===== src/rtl/vmask_pop_seq.sv =====
// Mask-register walker for vcpop.m / vfirst.m: fetches mask words, feeds the lane bit counter, accumulates popcount.
// Optional vfirst tracking is enabled by defining VMASK_POP_FIRST_EN.
module vmask_pop_seq #(
  parameter int unsigned DATA_WIDTH = 32,
  parameter int unsigned MAX_VL     = 256,
  parameter int unsigned SBIT_CNT_B = $clog2(DATA_WIDTH),
  parameter int unsigned VL_B       = $clog2(MAX_VL) + 1,
  parameter int unsigned WADDR_B    = (MAX_VL / DATA_WIDTH > 1) ? $clog2(MAX_VL / DATA_WIDTH) : 1
) (
  input  logic                    clk_i,
  input  logic                    resetn_i,
  input  logic                    start_i,
  input  logic [VL_B-1:0]         vl_i,
  output logic                    busy_o,
  output logic                    mask_req_o,
  output logic [WADDR_B-1:0]      mask_addr_o,
  input  logic                    mask_rvalid_i,
  input  logic [DATA_WIDTH-1:0]   mask_rdata_i,
  output logic [DATA_WIDTH-1:0]   cnt_data_o,
  output logic                    cnt_en_o,
  input  logic [SBIT_CNT_B:0]     cnt_i,
  output logic [VL_B-1:0]         result_o,
  output logic [VL_B-1:0]         first_o,
  output logic                    done_o
);

  localparam int unsigned DW_LOG = $clog2(DATA_WIDTH);

  localparam logic [2:0] S_IDLE  = 3'd0;
  localparam logic [2:0] S_FETCH = 3'd1;
  localparam logic [2:0] S_WAIT  = 3'd2;
  localparam logic [2:0] S_COUNT = 3'd3;
  localparam logic [2:0] S_ACC   = 3'd4;
  localparam logic [2:0] S_DONE  = 3'd5;

  logic [2:0]            state_q,  state_d;
  logic                  busy_q,   busy_d;
  logic                  req_q,    req_d;
  logic                  en_q,     en_d;
  logic                  done_q,   done_d;
  logic [DATA_WIDTH-1:0] data_q,   data_d;
  logic [VL_B-1:0]       result_q, result_d;
  logic [VL_B-1:0]       acc_q,    acc_d;
  logic [WADDR_B-1:0]    idx_q,    idx_d;
  logic [WADDR_B-1:0]    last_q,   last_d;
  logic [DW_LOG-1:0]     rem_q,    rem_d;

  logic [VL_B-1:0]       vl_clip_c;
  logic [WADDR_B-1:0]    last_idx_c;
  logic                  last_word_c;
  logic [DATA_WIDTH-1:0] tail_c;
  logic [VL_B-1:0]       sum_c;

  // Start-time decode: clipped length and index of the final word
  assign vl_clip_c   = (vl_i > VL_B'(MAX_VL)) ? VL_B'(MAX_VL) : vl_i;
  assign last_idx_c  = WADDR_B'((vl_clip_c - VL_B'(1)) >> DW_LOG);
  assign last_word_c = (idx_q == last_q);
  assign sum_c       = acc_q + VL_B'(cnt_i);

  // Only the final word of a non-multiple length carries a partial tail
  always_comb begin
    tail_c = '1;
    if (last_word_c && (rem_q != '0)) begin
      tail_c = ~({DATA_WIDTH{1'b1}} << rem_q);
    end
  end

  always_comb begin
    state_d  = state_q;
    busy_d   = busy_q;
    req_d    = 1'b0;
    en_d     = 1'b0;
    done_d   = 1'b0;
    data_d   = data_q;
    result_d = result_q;
    acc_d    = acc_q;
    idx_d    = idx_q;
    last_d   = last_q;
    rem_d    = rem_q;
    case (state_q)
      S_IDLE: begin
        if (start_i) begin
          busy_d = 1'b1;
          acc_d  = '0;
          idx_d  = '0;
          data_d = '0;
          last_d = last_idx_c;
          rem_d  = vl_clip_c[DW_LOG-1:0];
          if (vl_clip_c == '0) begin
            state_d  = S_DONE;
            done_d   = 1'b1;
            result_d = '0;
          end else begin
            state_d = S_FETCH;
            req_d   = 1'b1;
          end
        end
      end
      S_FETCH: state_d = S_WAIT;
      S_WAIT: begin
        if (mask_rvalid_i) begin
          data_d  = mask_rdata_i & tail_c;
          en_d    = 1'b1;
          state_d = S_COUNT;
        end
      end
      S_COUNT: state_d = S_ACC;
      S_ACC: begin
        acc_d = sum_c;
        if (last_word_c) begin
          state_d  = S_DONE;
          done_d   = 1'b1;
          result_d = sum_c;
        end else begin
          idx_d   = idx_q + WADDR_B'(1);
          req_d   = 1'b1;
          state_d = S_FETCH;
        end
      end
      S_DONE: begin
        busy_d  = 1'b0;
        state_d = S_IDLE;
      end
      default: begin
        busy_d  = 1'b0;
        state_d = S_IDLE;
      end
    endcase
  end

  always_ff @(posedge clk_i or negedge resetn_i) begin
    if (!resetn_i) begin
      state_q  <= S_IDLE;
      busy_q   <= 1'b0;
      req_q    <= 1'b0;
      en_q     <= 1'b0;
      done_q   <= 1'b0;
      data_q   <= '0;
      result_q <= '0;
      acc_q    <= '0;
      idx_q    <= '0;
      last_q   <= '0;
      rem_q    <= '0;
    end else begin
      state_q  <= state_d;
      busy_q   <= busy_d;
      req_q    <= req_d;
      en_q     <= en_d;
      done_q   <= done_d;
      data_q   <= data_d;
      result_q <= result_d;
      acc_q    <= acc_d;
      idx_q    <= idx_d;
      last_q   <= last_d;
      rem_q    <= rem_d;
    end
  end

  assign busy_o      = busy_q;
  assign mask_req_o  = req_q;
  assign mask_addr_o = idx_q;
  assign cnt_en_o    = en_q;
  assign cnt_data_o  = data_q;
  assign done_o      = done_q;
  assign result_o    = result_q;

`ifdef VMASK_POP_FIRST_EN
  logic [VL_B-1:0]   first_q, first_d;
  logic [VL_B-1:0]   fout_q,  fout_d;
  logic [DW_LOG-1:0] lsb_c;

  // Lowest set bit of the word currently presented to the counter
  always_comb begin
    lsb_c = '0;
    for (int i = int'(DATA_WIDTH) - 1; i >= 0; i--) begin
      if (data_q[i]) lsb_c = DW_LOG'(i);
    end
  end

  always_comb begin
    first_d = first_q;
    fout_d  = fout_q;
    if ((state_q == S_IDLE) && start_i) begin
      first_d = '1;
      if (vl_clip_c == '0) fout_d = '1;
    end
    if ((state_q == S_COUNT) && (first_q == '1) && (data_q != '0)) begin
      first_d = VL_B'({idx_q, lsb_c});
    end
    if ((state_q == S_ACC) && last_word_c) fout_d = first_q;
  end

  always_ff @(posedge clk_i or negedge resetn_i) begin
    if (!resetn_i) begin
      first_q <= '1;
      fout_q  <= '1;
    end else begin
      first_q <= first_d;
      fout_q  <= fout_d;
    end
  end

  assign first_o = fout_q;
`else
  assign first_o = '1;
`endif

endmodule


===== config.mk =====
export PLATFORM = sky130hd
export DESIGN_NAME = vmask_pop_seq
export DESIGN_NICKNAME = d
export VERILOG_FILES = /design/src/rtl/vmask_pop_seq.sv
export SDC_FILE = /design/constraint.sdc
export NUM_CORES = 1
export LEC_CHECK = 0
export BUFFER_PORTS_ARGS = -buffer_cell sky130_fd_sc_hd__buf_2
export CORE_AREA = 2 2 82 84
export CTS_CLUSTER_DIAMETER = 50
export CTS_CLUSTER_SIZE = 14
export DETAILED_ROUTE_END_ITERATION = 12
export DIE_AREA = 0 0 84 86
export PLACE_DENSITY = 0.84
export SLEW_MARGIN = 20
export SYNTH_ARGS = -nofsm -noshare
export SYNTH_HDL_FRONTEND = slang
export SYNTH_SLANG_ARGS = --single-unit

===== constraint.sdc =====
create_clock -name clk_i -period 5.5 [get_ports clk_i]
set_clock_uncertainty 0.2 [all_clocks]
set_input_delay 0.275 -clock clk_i [delete_from_list [all_inputs] [get_ports clk_i]]
set_output_delay 0.275 -clock clk_i [all_outputs]
set_load 0.02 [all_outputs]

==> summary.txt <==
status: finished, final reports clean
hold path cells: 3
fin cells: 540
Synth Flop Type: dfrtp_1
Slew Viols, Final: 0
Yosys reg bits: 68
GRT overflow: 0
critical path arrival: 2670 ps
CTS Buf Count: 9
first-pass GRT wire length: 14.6 mm
Boundary Pins: 108
CP endpoint kind: flip-flop
share of layout cells above drive strength 1: 27.9%
initial antenna violation count: 0
sum of negative setup slack: 0 ps
Layout Utilization: 70.3%
CTS tree: yes
sequential fraction of the synthesis area: 49.6%
core box area: 6280 sq um
maximum VDD drop: 0.321 mV
Total GRT Usage: 25.5%
Hold WC Path Type: in -> reg
ant diodes: 0
final WL: 8.78 mm
Post-synth EDFFs: 0
Area contributors post-synth: dfrtp_1, a32o_1, o21ai_0
site row count: 29
HPWL after detailed placement: 5.93 mm
Initial DRC Count: 286
Cells after Synth: 336
RSZ-0062 raised after global routing: false
vias in the first global route: 3049
power density over the cells: 487 nW/um^2
DR vias: 3149
origin of the worst min-delay path: mask_rdata_i[17]
die height: 86 um
Critical R2R Launch: mask_addr_o[2]
post-synth top area cell: dfrtp_1
maxcap violations: 0
most frequent cells in the layout: buf_2, dfrtp_1, nand2_1
r2r endpoint: cnt_data_o[6]
Worst-path clk slew: 70 ps
Post-DRT Antenna Nets: 0
clk sinks: 68
critical path type: reg -> reg
Distinct cells, synth: 50
Inst Count DP: 495
min cycle time layout: 2640 ps
Die X: 84 um
Worst Path Max Fanout: 12
H-tree level count: 3
initial core utilization: 54.7%
gpl congestion: 0.845
Avg WL per Cell: 16.3 um
Worst-Margin Slew: 980 ps
f_max: 378 MHz
Synth top area share: 49.6%
YS warnings: 0
die area: 7220 sq um
R2R Setup Slk: 2860 ps
CTS Root Cell: clkbuf_8
Setup-failing EPs final: 0
DRC: 0
leading cell type in the layout, fill and taps excluded: buf_2
area grow syn2layout: 28.6%
leak pwr: 0.00216 uW
Clk Latency, worst-skew pair: 340 ps
slew margin rel.: 34.0%
startpoint types: flip-flop
IO buf count: 98
r2r worst-path depth: 5
hold endpoint: cnt_data_o[17]
largest net degree at the start of global routing: 69
final-report hold violation count: 0
asr flop ratio synth: 100%
mapped cell area: 3430 sq um
Pre-antenna DRT Iters: 5
Worst Path Required: 5530 ps
syn_area_per_cell: 10.2 sq um
Clock Path Buffers: 2
final net count: 517
fin crit share: 48.1%
DR vias/cell: 5.83
-- stage by stage --
step	setup slack (ps)	hold slack, ps	power (uW)	area (sq um)
detailed placement	2560	269	1670	3900
global route	2580	16.3	2290	4410
global placement	2760	259	1630	3900
finish	2860	22.8	2150	4410
CTS	2580	10.2	2140	4400
floorplan	3470	-221	1430	3460
-- Yosys cell counts (5+ instances only) --
cell,instances
a21oi_1,13
a32o_1,22
buf_2,10
buf_4,10
dfrtp_1,68
ha_1,7
inv_1,10
nand2_1,39
nand2b_1,5
nand3_1,13
nor2_1,16
nor3_1,8
o21a_1,5
o21ai_0,35
xnor2_1,7
-- per-layer routing --
layer	vias up	global-route usage, %	wire length [um]
met5	-	0	0
met4	0	11.4	186
met3	24	4.43	616
met2	156	41.3	4300
met1	1512	33.9	3680
li1	1457	-	-
-- area by class of cell --
cell class | count | area [sq um]
clock buffers | 11 | 141
multi-input cells | 240 | 1570
well taps | 77 | 96.3
fillers | 461 | 1860
clock inverters | 5 | 75.1
flip-flops and latches | 68 | 1700
repair buffers | 128 | 788
inverters | 11 | 41.3
-- logic make-up after synthesis --
family,count (synthesis),share of synthesized area (%)
compound gates,104,21.8
buf+inv,36,5.83
simple gates,107,16.4
xor+xnor,10,2.55
fa+ha+maj,8,3.14
flops,68,49.6
other cells,1,0.109
mux,2,0.656
-- state kept, by name, summed over array words and instances, names as in the netlist --
| name | flops |
|---|---|
| state_q | 3 |
| mask_req_o | 1 |
| busy_o | 1 |
| last_q | 3 |
| rem_q | 5 |
| done_o | 1 |
| cnt_en_o | 1 |
| mask_addr_o | 3 |
| result_o | 9 |
| cnt_data_o | 32 |
| acc_q | 9 |
-- worst max-delay path by stage --
| stage | slack, ps | start | to |
|---|---|---|---|
| 2_1_floorplan | 3470 | acc_q[0] | result_o[6] |
| 3_3_place_gp | 2760 | mask_addr_o[2] | cnt_data_o[29] |
| 3_5_place_dp | 2560 | mask_addr_o[2] | cnt_data_o[23] |
| 4_1_cts | 2580 | mask_addr_o[2] | cnt_data_o[23] |
| 5_1_grt | 2580 | mask_addr_o[2] | cnt_data_o[6] |
| 6_report | 2860 | mask_addr_o[2] | cnt_data_o[6] |
-- where the power goes --
part / internal, uW / switching [uW] / leakage, uW
logic: 339 / 530 / 0.00116
clock network: 266 / 186 / 0.000113
registers: 663 / 167 / 0.000882
-- what timing repair did --
action | in CTS | in global routing
gates resized for setup | 0 | 0
setup buffers | 0 | 0
hold buffers | 29 | 0
endpoints found under the hold margin | 96 | 0
-- critical path: stages (launching register included) --
cell and delay (ps):
dfrtp_1 420, xnor2_1 180, nand3_1 390, nor4_1 940, nand2_1 130, a32o_1 290
No activity file was read; power rests on OpenSTA's default activity.
